`config.mk`:
```
export PLATFORM = sky130hd
export DESIGN_NAME = shaper_seq
export DESIGN_NICKNAME = d
export VERILOG_FILES = /design/src/rtl/shaper_pkg.sv /design/src/rtl/shaper_seq_ev_slot.sv /design/src/rtl/shaper_seq.sv
export SDC_FILE = /design/constraint.sdc
export NUM_CORES = 1
export LEC_CHECK = 0
export BUFFER_PORTS_ARGS = -buffer_cell sky130_fd_sc_hd__buf_2
export CAP_MARGIN = 0
export CORE_MARGIN = 5
export CORE_UTILIZATION = 35
export DETAILED_ROUTE_END_ITERATION = 10
export PLACE_DENSITY_LB_ADDON = 0.15
export SLEW_MARGIN = 20
export SYNTH_ARGS = -nofsm -noshare
export SYNTH_HDL_FRONTEND = slang
export SYNTH_SLANG_ARGS = --single-unit
```
`constraint.sdc`:
```
create_clock -name clk -period 3.1 [get_ports clk]
set_clock_uncertainty 0.05 [all_clocks]
set_input_delay 0.775 -clock clk [delete_from_list [all_inputs] [get_ports clk]]
set_output_delay 0.775 -clock clk [all_outputs]
set_load 0.02 [all_outputs]
```
`src/rtl/shaper_pkg.sv`:
```
// Shared definitions for the pulse-shaper acquisition sequencer.
//   state_t        - sequencer state encoding
//   SETTLE_DEFAULT - default filter settle time in cycles
//   LOST_W         - width of the dropped-event counter
//   sat_inc        - saturating increment for the dropped-event counter
package shaper_pkg;

  typedef enum logic [2:0] {
    ST_IDLE    = 3'd0,
    ST_CLEAR   = 3'd1,
    ST_SETTLE  = 3'd2,
    ST_ARMED   = 3'd3,
    ST_PEAK    = 3'd4,
    ST_HOLDOFF = 3'd5
  } state_t;

  localparam int unsigned SETTLE_DEFAULT = 10;
  localparam int unsigned LOST_W         = 16;

  function automatic logic [LOST_W-1:0] sat_inc(input logic [LOST_W-1:0] v);
    return (v == '1) ? v : v + 1'b1;
  endfunction

endpackage

```
`src/rtl/shaper_seq_ev_slot.sv`:
```
// Single-entry event output register with valid/ready handshake.
//   clk, reset        - rising-edge clock, synchronous active-high reset
//   ld                - load a new record (only asserted while free=1)
//   ld_peak, ld_time  - record contents to load
//   ev_ready          - consumer accepts the record when ev_valid=1
//   ev_valid          - record available
//   ev_peak, ev_time  - record contents, stable while ev_valid & !ev_ready
//   free              - slot can take a load this cycle (empty, or being emptied)
module ev_slot
  import shaper_pkg::*;
#(
  parameter int unsigned DATA_W = 16,
  parameter int unsigned TS_W   = 32
) (
  input  logic              clk,
  input  logic              reset,
  input  logic              ld,
  input  logic [DATA_W-1:0] ld_peak,
  input  logic [TS_W-1:0]   ld_time,
  input  logic              ev_ready,
  output logic              ev_valid,
  output logic [DATA_W-1:0] ev_peak,
  output logic [TS_W-1:0]   ev_time,
  output logic              free
);

  assign free = !ev_valid || ev_ready;

  always_ff @(posedge clk) begin
    if (reset) begin
      ev_valid <= 1'b0;
      ev_peak  <= '0;
      ev_time  <= '0;
    end else if (ld) begin
      ev_valid <= 1'b1;
      ev_peak  <= ld_peak;
      ev_time  <= ld_time;
    end else if (ev_valid && ev_ready) begin
      ev_valid <= 1'b0;
    end
  end

endmodule

```
`src/rtl/shaper_seq.sv`:
```
// Acquisition sequencer for a shaping filter: clears and settles the filter,
// detects threshold crossings, tracks the pulse peak, and emits one
// {peak, timestamp} record per event through a single-entry output slot.
//   clk, reset            - rising-edge clock, synchronous active-high reset
//   start, stop           - one-cycle acquisition control pulses (stop wins)
//   cfg_threshold         - signed trigger level, latched on start
//   cfg_holdoff           - dead time after each event, latched on start
//   filt_out              - signed shaped-filter sample
//   filt_clr, filt_en     - filter clear / sample enable
//   ev_valid, ev_ready    - event record handshake
//   ev_peak, ev_time      - signed peak amplitude / crossing timestamp
//   busy                  - sequencer not idle
//   lost_cnt              - saturating count of events dropped on a full slot
module shaper_seq
  import shaper_pkg::*;
#(
  parameter int unsigned DATA_W = 16,
  parameter int unsigned SETTLE = SETTLE_DEFAULT,
  parameter int unsigned TS_W   = 32
) (
  input  logic              clk,
  input  logic              reset,
  input  logic              start,
  input  logic              stop,
  input  logic [DATA_W-1:0] cfg_threshold,
  input  logic [7:0]        cfg_holdoff,
  input  logic [DATA_W-1:0] filt_out,
  output logic              filt_clr,
  output logic              filt_en,
  output logic              ev_valid,
  input  logic              ev_ready,
  output logic [DATA_W-1:0] ev_peak,
  output logic [TS_W-1:0]   ev_time,
  output logic              busy,
  output logic [LOST_W-1:0] lost_cnt
);

  // One counter serves both SETTLE and HOLDOFF; it must reach either limit.
  localparam int unsigned CNT_W = ($clog2(SETTLE + 1) > 8) ? $clog2(SETTLE + 1) : 8;

  state_t              state, state_nx;
  logic [DATA_W-1:0]   thr_q;
  logic [7:0]          hold_q;
  logic [CNT_W-1:0]    cnt;
  logic [TS_W-1:0]     ts;
  logic [DATA_W-1:0]   peak_q;
  logic [TS_W-1:0]     time_q;

  logic                above_thr, gt_peak, lt_peak;
  logic                settle_done, hold_done;
  logic                slot_free, slot_ld, lost_inc;

  assign above_thr   = $signed(filt_out) > $signed(thr_q);
  assign gt_peak     = $signed(filt_out) > $signed(peak_q);
  assign lt_peak     = $signed(filt_out) < $signed(peak_q);
  assign settle_done = (cnt + 1'b1) == CNT_W'(SETTLE);
  assign hold_done   = (cnt + 1'b1) == CNT_W'(hold_q);
  assign busy        = (state != ST_IDLE);

  always_comb begin
    state_nx = state;
    filt_clr = 1'b0;
    filt_en  = 1'b0;
    slot_ld  = 1'b0;
    lost_inc = 1'b0;
    case (state)
      ST_IDLE: begin
        if (start && !stop) state_nx = ST_CLEAR;
      end
      ST_CLEAR: begin
        filt_clr = 1'b1;
        state_nx = ST_SETTLE;
      end
      ST_SETTLE: begin
        filt_en = 1'b1;
        if (settle_done) state_nx = ST_ARMED;
      end
      ST_ARMED: begin
        filt_en = 1'b1;
        if (above_thr) state_nx = ST_PEAK;
      end
      ST_PEAK: begin
        filt_en = 1'b1;
        if (lt_peak) begin
          if (slot_free) slot_ld  = 1'b1;
          else           lost_inc = 1'b1;
          state_nx = (hold_q == '0) ? ST_ARMED : ST_HOLDOFF;
        end
      end
      ST_HOLDOFF: begin
        filt_en = 1'b1;
        if (hold_done) state_nx = ST_ARMED;
      end
      default: state_nx = ST_IDLE;
    endcase
    // Stop discards an event ending in the same cycle: no load, not counted.
    if (stop && state != ST_IDLE) begin
      state_nx = ST_IDLE;
      slot_ld  = 1'b0;
      lost_inc = 1'b0;
    end
  end

  always_ff @(posedge clk) begin
    if (reset) begin
      state    <= ST_IDLE;
      thr_q    <= '0;
      hold_q   <= '0;
      cnt      <= '0;
      ts       <= '0;
      peak_q   <= '0;
      time_q   <= '0;
      lost_cnt <= '0;
    end else begin
      state <= state_nx;

      if (state == ST_IDLE && state_nx == ST_CLEAR) begin
        thr_q  <= cfg_threshold;
        hold_q <= cfg_holdoff;
      end

      if (state == ST_CLEAR) ts <= '0;
      else if (filt_en)      ts <= ts + 1'b1;

      // Counter restarts on every state change, so SETTLE and HOLDOFF
      // both begin counting from zero on entry.
      if (state_nx != state)
        cnt <= '0;
      else if (state == ST_SETTLE || state == ST_HOLDOFF)
        cnt <= cnt + 1'b1;

      if (state == ST_ARMED && above_thr) begin
        peak_q <= filt_out;
        time_q <= ts;
      end else if (state == ST_PEAK && gt_peak) begin
        peak_q <= filt_out;
      end

      if (lost_inc) lost_cnt <= sat_inc(lost_cnt);
    end
  end

  ev_slot #(
    .DATA_W (DATA_W),
    .TS_W   (TS_W)
  ) u_slot (
    .clk      (clk),
    .reset    (reset),
    .ld       (slot_ld),
    .ld_peak  (peak_q),
    .ld_time  (time_q),
    .ev_ready (ev_ready),
    .ev_valid (ev_valid),
    .ev_peak  (ev_peak),
    .ev_time  (ev_time),
    .free     (slot_free)
  );

endmodule

```
Word level (Yosys, flattened, before mapping)

Index checks and enable logic that the tools add are counted.
Widths: inputs -> output; s select.

$add $sub $neg: 3
$lt $le $gt $ge: 3
Equal/unequal tests: 10
Mux-type cells: 22
Bitwise gates (word level): 1
Reductions and logical operators: 19

Operators by type and width:

| kind                  | count |
|---|---|
| $add 32x1->32 const B | 1 |
| $gt 16x16->1          | 2 |
| $mux 16               | 2 |
| $mux 3                | 7 |
| $pmux 3 s6            | 1 |
| $add 16x1->16 const B | 1 |
| $eq 16x16->1 const B  | 1 |
| $lt 16x16->1          | 1 |
| $mux 1                | 12 |
| $add 8x1->8 const B   | 1 |
| $eq 8x4->1 const B    | 1 |
| $eq 8x8->1            | 1 |
| $logic_not 8->1       | 1 |
| $eq 3x1->1 const B    | 2 |
| $eq 3x2->1 const B    | 2 |
| $eq 3x3->1 const B    | 2 |
| $logic_and 1x1->1     | 6 |
| $reduce_bool 2->1     | 2 |
| $reduce_or 2->1       | 2 |
| $reduce_or 4->1       | 1 |
| $logic_not 3->1       | 1 |
| $ne 3x3->1            | 1 |
| $reduce_bool 3->1     | 1 |
| $logic_not 1->1       | 2 |
| other kinds (3)       | 4 |

Bits in registers: 180
Input port bits: 45
Output and inout bits: 68
Word-level logic and storage cells: 69

Longest topological paths before layout

Depth in word-level cells: 7
Mapped depth: 12
Depth with buffers taken out: 10

By module

From an unflattened synthesis, not the netlist that was laid out.

Cell total of the unflattened synthesis: 906
Area total of the unflattened synthesis: 8356.8 µm²

Modules (own cells, without submodules):

| module     | instances | cells an instance | area an instance (µm²) | seq. area each (µm²) |
|---|---|---|---|---|
| shaper_seq | 1         | 747               | 6610.1                 | 2622.5 |
| ev_slot    | 1         | 159               | 1746.7                 | 980.9 |

Worst setup path before layout

OpenSTA, ideal clock, no wires.

Path type: in2reg
Start point: input port filt_out[15]
End point: register lost_cnt[15]
Setup time: 0.071 ns
Arrival time: 3.248 ns
Data required time: 2.979 ns
Setup slack: -0.269 ns
Stages: 10
Path buffers: 1
Cell sequence: ha_1 -> nand4_2 -> nor3_1 -> or3_1 -> and4bb_1 -> o211ai_2 -> or4_1 -> clkbuf_2 -> or4_1 -> a21oi_1

Longest elaborated chain between the ends: 5

RTL lines:

| item                              | line              | text |
|---|---|---|
| start: declaration                | shaper_seq.sv:27  | `input logic [DATA_W-1:0] filt_out,` |
| $lt 16x16->1                      | shaper_seq.sv:55  | `assign lt_peak = $signed(filt_out) < $signed(peak_q);` |
| $mux 1                            | shaper_seq.sv:84  | `if (lt_peak) begin` |
| $mux 1                            | shaper_seq.sv:66  | `case (state)` |
| $mux 1                            | shaper_seq.sv:97  | `if (stop && state != ST_IDLE) begin` |
| $reduce_and 2->1 (no source line) | -                 |  |
| end signal: assignment            | shaper_seq.sv:139 | `if (lost_inc) lost_cnt <= sat_inc(lost_cnt);` |
| end: declaration                  | shaper_seq.sv:35  | `output logic [LOST_W-1:0] lost_cnt` |

Every way passes these cells.
A chain may end at the register's enable or synchronous reset.

Worst setup path after layout

Start point: input port filt_out[14]
End point: register lost_cnt[5]

Same word-level chain as after synthesis.

==> qor.txt <==
worst-skew pair later-pin latency -> 430 ps
post-route setup TNS -> 0 ps
Slew @ Worst Pin -> 829 ps
Bufs on Longest Clock Path -> 2
Starting Density -> 35.8%
synth unique cells -> 54
largest net degree at the start of global routing -> 78
P_leak -> 0.00390 µW
Mapped Nets -> 1034
leading cell types in the layout, fill and taps excluded -> dfxtp_1, nand2_1, nor2_1, buf_2, a21oi_1
Wirelength per Cell -> 14.1 µm
FF-to-FF Start -> peak_q[15]
HP Class -> flip-flop to flip-flop
final worst path period need -> 2970 ps
H-tree levels -> 4
total gr overflow -> 0
row cnt -> 55
average cell area after synthesis -> 8.58 µm²
DR top layer -> met4
R2R cell count -> 11
Post-DRT Antenna Nets -> 0
Crit. End Element -> flip-flop
GRT Overall Usage -> 15.4%
PD cells -> 484 nW/µm²
synth top area cells -> dfxtp_1, mux2i_1, nand2_1
final hold violations -> 0
Hold Path End -> u_slot.ev_time[5]
CP arrival -> 3210 ps
die footprint -> 26500 µm²
CTS buffer count -> 17
Remaining DRCs -> 0
critical setup path kind -> primary input to flip-flop
M1 WL -> 9760 µm
Routed WL -> 20000 µm
YS warnings -> 0
clk sink count -> 180
worst reg2reg path endpoint -> lost_cnt[5]
Most used DFF post-synth -> dfxtp_1
first-pass GRT wire length -> 33200 µm
vias per std cell -> 4.70
HP Start -> time_q[5]
DR iter-0 viols -> 281
CTS tree -> yes
share of layout cells above drive strength 1 -> 20.4%
DP Area -> 9510 µm²
met3 wire length -> 720 µm
number of diodes -> 0
Max Fclk -> 336 MHz
synthesized flop and latch total -> 180
HPWL Detailed -> 14400 µm
DIE WIDTH -> 163 µm
DR vias -> 6656
Synth area leader -> dfxtp_1
Layout Cells excl Fill -> 1415
slew margin rel. -> 44.7%
CP max FO -> 4
most common cell after layout, fill and taps aside -> dfxtp_1
met2 WL -> 9370 µm
Max VDD drop -> 0.261 mV
final setup violating endpoints -> 0
Final #Nets -> 1171
I/O Buffers -> 112
Gate Count Post-Synth -> 952
WHS Path Cells -> 2
Synth top area share -> 44.1%
fin. max-slew vios -> 0
ys async rst share -> 0%
# placed instances -> 1383
gpl congestion -> 0.819
crit start category -> primary input
hold_ws -> 397 ps
Final Cycle Share -> 95.9%
status -> finished clean
number of synthesized flops with an enable pin -> 0
R2R Setup Slk -> 200 ps
vias in the first global route -> 6491
Boundary Pins -> 113
DRT Pass-1 Iters -> 4
area of the core -> 22800 µm²
sequential share of the synthesized area -> 44.1%
Max Cap Viol -> 0
WP data required -> 3340 ps
Mapped Area -> 8160 µm²
final std cell area, no fill -> 10100 µm²
CTS Root Cell -> clkbuf_16
final design utilization -> 44.4%
Area growth syn-to-layout -> 23.9%
die span in y -> 163 µm
Hold Buf Count CTS -> 0
CTS clock-pin slew for the worst setup and hold paths -> 70 ps
initial antenna violation count -> 0
final cells by class:
type | instances | area (µm²)
clock buffers | 19 | 443
inverters | 43 | 161
multi-input cells | 680 | 4350
fillers | 2319 | 12700
repair buffers | 167 | 1030
well taps | 313 | 392
clock inverters | 13 | 134
flip-flops and latches | 180 | 3600
Yosys cell counts, drive strengths merged, types with 5 or more instances:
library cell	instances
dfxtp	180
nand2	138
nor2	128
a21oi	78
mux2i	76
clkbuf	44
inv	42
ha	37
xor2	34
nand4	22
nor3	22
xnor2	20
o21ai	19
nand3	17
or3	14
and3	11
buf	5
nand2b	5
flip-flops by register name (all words and copies together) (netlist names):
name	count
lost_cnt	16
u_slot.ev_time	32
u_slot.ev_peak	16
u_slot.ev_valid	1
cnt	8
time_q	32
peak_q	16
state	3
ts	32
hold_q	8
thr_q	16
critical path: stages:
cell	delay, ps
buf_2	120
ha_4	250
nand3_1	80
nand4b_1	100
or3_1	420
and4bb_1	340
o211ai_2	140
buf_4	170
or4_2	610
xor2_1	150
nor2_1	50
what timing repair did:
item	in CTS	in global routing
endpoints found under the setup margin	4	32
cloned	0	0
pin swaps	0	3
buffers inserted	0	0
hold endpoints to repair	0	0
gates resized for setup	2	3
worst max path at each step:
stage / from / endpoint / cells past startpoint
after floorplan: filt_out[14] / lost_cnt[15] / 10
after global placement: filt_out[10] / cnt[3] / 11
after detailed placement: filt_out[10] / cnt[3] / 11
after CTS: filt_out[14] / lost_cnt[15] / 10
after global routing: filt_out[15] / hold_q[4] / 12
final: filt_out[14] / lost_cnt[5] / 11
power by group:
part	leakage (µW)	switching [µW]	internal, µW
Combinational	0.00216	211	169
Clock	0.000285	994	1160
Sequential	0.00145	22.8	2340
Total	0.00390	1230	3660
per-stage QoR:
| step | setup WS (ps) | total power, µW |
|---|---|---|
| finish | 126 | 4890 |
| global route | -7.40 | 5120 |
| CTS | 79.4 | 4960 |
| detailed placement | -465 | 2790 |
| global placement | -433 | 2790 |
| floorplan | -85.4 | 2640 |
cells by family (layout without fill, tap and decap cells):
group,Yosys count,in the layout,synth area share (%)
XOR/XNOR,54,54,5.79
adder cells (fa/ha/maj),37,37,5.67
AND/OR/NAND/NOR,390,390,22.0
buffers and inverters,92,242,4.32
multiplexers,76,76,9.32
flip-flops,180,180,44.1
AO/OA/AOI/OAI,123,123,8.72
metal layers:
layer / track usage, % / vias up
met1: 21.0 / 3071
met3: 3.70 / 12
met2: 24.8 / 74
li1: - / 3499
met5: 0 / -
met4: 3.55 / 0
Note: power is estimated with default switching activity, not from simulation.
